--- src/rtl/placar_ataque_pkg.sv ---
// Shared types and helpers for the ATAQUE-phase scoreboard: FSM encoding,
// BCD digit width and BCD/binary conversion.
package placar_ataque_pkg;

    localparam int BCD_W = 4;

    typedef enum logic [2:0] {
        OCIOSO  = 3'd0,
        CARREGA = 3'd1,
        JOGANDO = 3'd2,
        VITORIA = 3'd3,
        DERROTA = 3'd4
    } estado_t;

    function automatic logic [6:0] bcd_to_bin(input logic [7:0] bcd);
        return 7'(bcd[7:4]) * 7'd10 + 7'(bcd[3:0]);
    endfunction

    function automatic logic [7:0] bin_to_bcd(input int unsigned v);
        logic [3:0] dez;
        logic [3:0] uni;
        dez = 4'((v / 10) % 10);
        uni = 4'(v % 10);
        return {dez, uni};
    endfunction

endpackage

--- src/rtl/placar_ataque_contador_bcd2.sv ---
// Two-digit BCD up/down counter with synchronous load; load beats increment,
// increment beats decrement, and decrement saturates at 00.
module contador_bcd2
    import placar_ataque_pkg::*;
#(
    parameter logic [7:0] VALOR_RESET = 8'h00
) (
    input  logic             clock,
    input  logic             reset,
    input  logic             carregar,
    input  logic [7:0]       valor_carga,
    input  logic             incrementa,
    input  logic             decrementa,
    output logic [BCD_W-1:0] dez,
    output logic [BCD_W-1:0] uni
);

    logic [BCD_W-1:0] dez_q, dez_d;
    logic [BCD_W-1:0] uni_q, uni_d;

    always_comb begin
        // NOTE: defaults first so every path assigns both digits and no latch is inferred.
        dez_d = dez_q;
        uni_d = uni_q;
        if (carregar) begin
            dez_d = valor_carga[7:4];
            uni_d = valor_carga[3:0];
        end else if (incrementa) begin
            if (uni_q == 4'd9) begin
                uni_d = 4'd0;
                dez_d = dez_q + 4'd1;
            end else begin
                uni_d = uni_q + 4'd1;
            end
        end else if (decrementa && (dez_q != 4'd0 || uni_q != 4'd0)) begin
            if (uni_q == 4'd0) begin
                uni_d = 4'd9;
                dez_d = dez_q - 4'd1;
            end else begin
                uni_d = uni_q - 4'd1;
            end
        end
    end

    always_ff @(posedge clock) begin
        // NOTE: non-blocking assignments keep every register sampling pre-edge values.
        if (reset) begin
            dez_q <= VALOR_RESET[7:4];
            uni_q <= VALOR_RESET[3:0];
        end else begin
            dez_q <= dez_d;
            uni_q <= uni_d;
        end
    end

    assign dez = dez_q;
    assign uni = uni_q;

endmodule

--- src/rtl/placar_ataque.sv ---
// ATAQUE-phase scoreboard: counts hits and remaining shots in BCD and decides
// VITORIA/DERROTA from the per-shot result pulse of the attack manager.
module placar_ataque
    import placar_ataque_pkg::*;
#(
    parameter int MAX_TIROS = 10
) (
    input  logic             clock,
    input  logic             reset,
    input  logic             enable,
    input  logic [34:0]      mapa,
    input  logic             tiro,
    input  logic             acerto,
    input  logic             repetido,
    output logic [BCD_W-1:0] acertos_dez,
    output logic [BCD_W-1:0] acertos_uni,
    output logic [BCD_W-1:0] restantes_dez,
    output logic [BCD_W-1:0] restantes_uni,
    output logic [5:0]       total_navios,
    output logic             jogando,
    output logic             vitoria,
    output logic             derrota
);

    localparam logic [7:0] RESTANTES_INI = bin_to_bcd(MAX_TIROS);

    function automatic logic [5:0] popcount(input logic [34:0] m);
        logic [5:0] n;
        n = 6'd0;
        for (int i = 0; i < 35; i++) n = n + 6'(m[i]);
        return n;
    endfunction

    estado_t    estado_q, estado_d;
    logic [5:0] total_q, total_d;
    logic       tiro_valido, recarrega;
    logic [6:0] acertos_prox, restantes_bin;

    assign tiro_valido   = enable && (estado_q == JOGANDO) && tiro && !repetido;
    assign recarrega     = !enable || (estado_q == OCIOSO) || (estado_q == CARREGA);
    assign acertos_prox  = bcd_to_bin({acertos_dez, acertos_uni}) + 7'(acerto);
    assign restantes_bin = bcd_to_bin({restantes_dez, restantes_uni});

    contador_bcd2 #(.VALOR_RESET(8'h00)) u_acertos (
        .clock       (clock),
        .reset       (reset),
        .carregar    (recarrega),
        .valor_carga (8'h00),
        .incrementa  (tiro_valido && acerto),
        .decrementa  (1'b0),
        .dez         (acertos_dez),
        .uni         (acertos_uni)
    );

    contador_bcd2 #(.VALOR_RESET(RESTANTES_INI)) u_restantes (
        .clock       (clock),
        .reset       (reset),
        .carregar    (recarrega),
        .valor_carga (RESTANTES_INI),
        .incrementa  (1'b0),
        .decrementa  (tiro_valido),
        .dez         (restantes_dez),
        .uni         (restantes_uni)
    );

    always_ff @(posedge clock) begin
        if (reset) begin
            estado_q <= OCIOSO;
            total_q  <= 6'd0;
        end else begin
            estado_q <= estado_d;
            total_q  <= total_d;
        end
    end

    always_comb begin
        total_d = total_q;
        if (enable && estado_q == CARREGA) total_d = popcount(mapa);
    end

    // Victory is checked before defeat so a last-shot hit on the last ship wins.
    always_comb begin
        estado_d = estado_q;
        if (!enable) begin
            estado_d = OCIOSO;
        end else begin
            case (estado_q)
                OCIOSO:  estado_d = CARREGA;
                CARREGA: estado_d = (popcount(mapa) == 6'd0) ? VITORIA : JOGANDO;
                JOGANDO: begin
                    if (tiro_valido) begin
                        if (acertos_prox == {1'b0, total_q}) estado_d = VITORIA;
                        else if (restantes_bin == 7'd1)      estado_d = DERROTA;
                    end
                end
                VITORIA: estado_d = VITORIA;
                DERROTA: estado_d = DERROTA;
                default: estado_d = OCIOSO;
            endcase
        end
    end

    always_comb begin
        jogando = (estado_q == JOGANDO);
        vitoria = (estado_q == VITORIA);
        derrota = (estado_q == DERROTA);
    end

    assign total_navios = total_q;

endmodule
--- config.mk ---
export PLATFORM = sky130hd
export DESIGN_NAME = placar_ataque
export DESIGN_NICKNAME = d
export VERILOG_FILES = /design/src/rtl/placar_ataque_pkg.sv /design/src/rtl/placar_ataque_contador_bcd2.sv /design/src/rtl/placar_ataque.sv
export SDC_FILE = /design/constraint.sdc
export NUM_CORES = 1
export LEC_CHECK = 0
export ABC_AREA = 1
export CAP_MARGIN = 5
export CELL_PAD_IN_SITES_DETAIL_PLACEMENT = 0
export CELL_PAD_IN_SITES_GLOBAL_PLACEMENT = 1
export CORE_MARGIN = 3
export CORE_UTILIZATION = 36
export DETAILED_ROUTE_END_ITERATION = 8
export MAX_ROUTING_LAYER = met4
export PLACE_DENSITY_LB_ADDON = 0.1
export SLEW_MARGIN = 40
export SYNTH_ARGS = -nofsm -noshare
export SYNTH_HDL_FRONTEND = slang
export SYNTH_SLANG_ARGS = --single-unit
export TNS_END_PERCENT = 100
--- constraint.sdc ---
create_clock -name clock -period 7.7 [get_ports clock]
set_input_delay 1.54 -clock clock [delete_from_list [all_inputs] [get_ports clock]]
set_output_delay 1.54 -clock clock [all_outputs]
set_load 0.05 [all_outputs]
==> metrics list <==
* Routed len/inst: 10.79 um
- Walking the worst path, the cells encountered are clkdlybuf4s50_1 -> inv_1 -> fa_1 -> inv_1 -> fa_1 -> inv_1 -> fa_1 -> fa_1 -> fa_1 -> fa_1 -> inv_1 -> fa_1 -> inv_1 -> fa_1 -> inv_1 -> or2_2 -> nor3_1 -> nand3_1 -> nor2_1 -> nor2_1 -> nand2_1 -> nand2_1 -> nor2_1.
* Worst-Margin Slew: 513.4 ps
* Worst voltage drop across the vdd grid: 0.2085 mV
* Detailed route wirelength on metal3: 204 um
* Latest clock arrival within the worst-skew pair: 270 ps
* Wire length of the first global-routing pass: 10.04 mm
* Footprint of the flip-flops and latches: 500.5 um2
- Total buffers and inverters traversed by the critical path: 7
- On the worst path, the slowest cell contributes a delay of 530 ps.
- Buffers added to address setup during post-CTS repair amount to 0.
- The endpoint identified for the worst register-to-register timing path is estado_q[1]$_SDFFE_PP0P_.
- Clock-pin slew was measured on the worst setup and hold paths at 100 ps.
* Count of unique library cells instantiated by Yosys: 32
- Root buffer cell: sky130_fd_sc_hd__clkbuf_8
- For the final database, setup skew stands at 2.905 ps.
- For hold timing, the worst endpoint is total_navios[1]$_SDFFE_PP0P_.
* Remaining DRCs: 0
- Post-synthesis sequential element count: 25
- In this run the count of I/O pins placed on the die edge is 66.
- For this design the static power due to leakage is 1.710 nW.
* Final setup TNS: 0 ps
- Once placement finished, the instance area stood at 0.003548 mm2.
* Worst hold margin: 516.8 ps
- In this run the number of H-tree levels came out at 1.
* Instance count after placement with tap cells included: 543
- Timing would allow up to 154.2 MHz.
- Row cnt: 31
- Synth Cell Area: 0.002790 mm2
- Detailed-routing iteration count for the pre-antenna-repair pass: 4
- Worst-case clock buffer depth: 2
- Of the cells placed in the final design, the portion with a size suffix greater than 1 is 3.571%.
- In this run the worst path has a maximum fanout of 2.
* Number of antenna violations at the first check in global routing: 0
* Port Buffers: 65
- The number of hold-slack violations in the final timing report came to 0.
- The startpoint identified for the worst register-to-register timing path is u_acertos.dez[1]$_SDFFE_PP0P_.
- Max_cap viols: 0
- Number of nets with antenna violations after routing: 0
- Met1 wire length: 2.570 mm
- Routability-driven placement finished with a final weighted congestion of 0.7649.
- Largest net degree at the start of global routing: 16
- For this design, the CTS-stage hold fixing added 0 buffers.
- In this run the tightest slew margin relative to its limit is 65.67%.
- After detailed routing, no signal wire sits above met4.
- Number of global-route vias before repair: 2353
- After the first detailed-routing iteration, the DRC count stood at 42.
- At the worst endpoint, the arrival time is 6710 ps.
- Critical Path End Type: flip-flop
* Area delta synth->final: 28.92%
- The final max-slew violation count was 0.
* Die width: 94.04 um
- The number of antenna diodes in the final layout is 0.
- In this run the power density over the cells is 240.1 mW/mm2.
* Syn avg cell area: 7.323 um2
- After layout, the worst path uses 84.25% of the clock period.
* Via density: 4.501
- Minimum period implied by the final worst setup slack: 6487 ps
* Class of the worst hold path: flip-flop to flip-flop
* Cell count after synthesis: 381
- The floorplan step defined a die boundary enclosing 0.008843 mm2.
- On the critical path the largest part of the delay comes from adder cells.
- Setup violations remaining at the end of the flow were counted as 0.
* CTS sink count: 25
- After filler insertion, the fill cell instance count of the layout stands at 772.
* Critical path required time: 7920 ps
* Core ar.: 0.007370 mm2
- The worst hold path was traced through 2 stages.
- At the end of the flow, the number of nets in the layout was 544.
- Multi-input combinational cell area: 0.001879 mm2
- Initial core utilization: 37.86%
- Global routing used 14.28% of the available tracks.
* Type of the worst setup path: input pin to flip-flop
- Counting the buffers created by CTS gives 3.
* Sequential-to-total area share from yosys stat: 17.94%
- Detailed placement ended at an HPWL of 5.213 mm.
- Warnings from Yosys: 0
- Reg2Reg Setup Slack: 5150 ps
* Number of standard cells in the layout, taps in and fillers out: 547
- After global routing the overflow that remains totals 0.
* Via Count: 2462
- From bottom edge to top edge, the die measures 94.04 um.
- After clock tree synthesis, the repair step resized 0 gates.
- Detailed-route wire length: 5.904 mm
* Crit start category: input pin
- The flow ran to the end, and the final reports show no timing, DRC or antenna violations.
- Setup repair after global routing left no endpoint under its margin.
* Routed wire length on met2: 3.074 mm
- R2R cell count: 15
- Synthesis produced a netlist with a net count of 476.
* CTS tree: done
- Slowest-stage cell, CP: sky130_fd_sc_hd__fa_1
* Final design area excluding fillers: 0.003597 mm2
* Hold path startpoint: total_navios[1]$_SDFFE_PP0P_
- The cell that appears most often on the critical path is sky130_fd_sc_hd__fa_1.
## cells in the mapped netlist
master                       n  area share [%]
sky130_fd_sc_hd__inv_1     103              14
sky130_fd_sc_hd__o32ai_1     1            0.31
sky130_fd_sc_hd__nor3_1      6             1.1
sky130_fd_sc_hd__nand2_4     1            0.40
sky130_fd_sc_hd__a21oi_1    20             3.6
sky130_fd_sc_hd__nor2_1     29             3.9
sky130_fd_sc_hd__nand3_1    28             5.0
sky130_fd_sc_hd__inv_2       2            0.27
sky130_fd_sc_hd__nor2_2      1            0.22
sky130_fd_sc_hd__nand3b_1    2            0.54
sky130_fd_sc_hd__nand2_2     2            0.45
sky130_fd_sc_hd__or2_2       1            0.22
sky130_fd_sc_hd__nand4_1     4            0.90
sky130_fd_sc_hd__xnor2_1     6             1.9
sky130_fd_sc_hd__nor3b_2     1            0.45
sky130_fd_sc_hd__buf_6       1            0.40
sky130_fd_sc_hd__xor2_1      3            0.94
sky130_fd_sc_hd__nand3_2     1            0.36
sky130_fd_sc_hd__fa_1       31              22
sky130_fd_sc_hd__a31oi_1     1            0.22
sky130_fd_sc_hd__dfxtp_1    25              18
sky130_fd_sc_hd__a211oi_1    1            0.27
sky130_fd_sc_hd__a31oi_4     1            0.76
sky130_fd_sc_hd__nor2_4      1            0.40
sky130_fd_sc_hd__o21bai_1    2            0.54
sky130_fd_sc_hd__ha_1       23              10
sky130_fd_sc_hd__nor3b_1     1            0.27
sky130_fd_sc_hd__buf_2       1            0.18
sky130_fd_sc_hd__o21ai_0    11             2.0
sky130_fd_sc_hd__nand2_1    69             9.3
sky130_fd_sc_hd__nor3_4      1            0.58
sky130_fd_sc_hd__or2_1       1            0.22
## kinds of logic after synthesis
group | after synthesis | synth area share [%]
AND/OR/NAND/NOR | 149 | 24.30
buffers and inverters | 107 | 14.71
flip-flops | 25 | 17.94
adder cells (fa/ha/maj) | 54 | 32.56
AO/OA/AOI/OAI | 37 | 7.668
XOR/XNOR | 9 | 2.825
## routing by layer
metal | vias up | track usage [%]
met2 | 51 | 26.49
li1 | 1286 | -
met1 | 1120 | 17.10
met3 | 5 | 1.042
met4 | 0 | 2.527
met5 | - | -
## worst reg2reg max path: stages, from the launching register on
cell and delay (ps):
sky130_fd_sc_hd__dfxtp_1 460, sky130_fd_sc_hd__ha_1 280, sky130_fd_sc_hd__ha_1 210, sky130_fd_sc_hd__fa_1 500, sky130_fd_sc_hd__nand2_1 110, sky130_fd_sc_hd__inv_1 50
sky130_fd_sc_hd__nand2_1 60, sky130_fd_sc_hd__nand3_1 70, sky130_fd_sc_hd__nand2_1 70, sky130_fd_sc_hd__nand2_1 50, sky130_fd_sc_hd__nor2_1 200, sky130_fd_sc_hd__nand2_1 120
sky130_fd_sc_hd__nand3_1 80, sky130_fd_sc_hd__nand2_1 100, sky130_fd_sc_hd__nand2_1 70, sky130_fd_sc_hd__nand2_1 40
## worst max-delay path by stage
| stage | cells after the start | end | slack (ps) | from |
|---|---|---|---|---|
| 2_1_floorplan | 22 | estado_q[0]$_SDFFE_PP0P_ | 1560 | mapa[11] |
| 3_3_place_gp | 23 | estado_q[0]$_SDFFE_PP0P_ | 960 | mapa[11] |
| 3_5_place_dp | 23 | estado_q[0]$_SDFFE_PP0P_ | 880 | mapa[11] |
| 4_1_cts | 23 | estado_q[0]$_SDFFE_PP0P_ | 1170 | mapa[11] |
| 5_1_grt | 23 | estado_q[0]$_SDFFE_PP0P_ | 930 | mapa[11] |
| 6_report | 23 | estado_q[0]$_SDFFE_PP0P_ | 1210 | mapa[11] |
## report_power, final
part / switching (W) / leakage [nW] / internal [W]
Combinational: 0.000361 / 1.49 / 0.000274
Clock: 0.0000467 / 0.0217 / 0.0000368
Sequential: 0.00000815 / 0.202 / 0.000136
## layout make-up
type	instances	area share [%]
multi-input combinational	249	52.24
timing repair buffer	65	18.09
sequential	25	13.91
inverter	105	10.96
tap	99	3.443
clock buffer	3	1.148
clock inverter	1	0.2087
## flip-flops by register name, summed over array words and instances, names as in the netlist
signal	count
total_navios	6
estado_q	3
u_restantes.uni	4
u_acertos.dez	4
u_restantes.dez	4
u_acertos.uni	4
## layout by cell type (no fill, tap or decap), types with 11 or more instances in the layout
| master | synthesis | routed |
|---|---|---|
| sky130_fd_sc_hd__dfxtp_1 | 25 | 25 |
| sky130_fd_sc_hd__nand2_1 | 69 | 69 |
| sky130_fd_sc_hd__nor2_1 | 29 | 29 |
| sky130_fd_sc_hd__o21ai_0 | 11 | 11 |
| sky130_fd_sc_hd__inv_1 | 103 | 103 |
| sky130_fd_sc_hd__clkdlybuf4s50_1 | 0 | 65 |
| sky130_fd_sc_hd__a21oi_1 | 20 | 20 |
| sky130_fd_sc_hd__nand3_1 | 28 | 28 |
| sky130_fd_sc_hd__ha_1 | 23 | 23 |
| sky130_fd_sc_hd__fa_1 | 31 | 31 |
## through the flow
step	total power, W	worst slack (ps)	util (%)
2_1_floorplan	0.0006536	1559	-
3_3_place_gp	0.0007851	964.0	48.15
3_5_place_dp	0.0007965	876.4	48.15
4_1_cts	0.0008818	1165	48.81
5_1_grt	0.0009890	931.9	48.81
6_report	0.0008635	1213	48.81
Note: power is estimated with default switching activity, not from simulation.
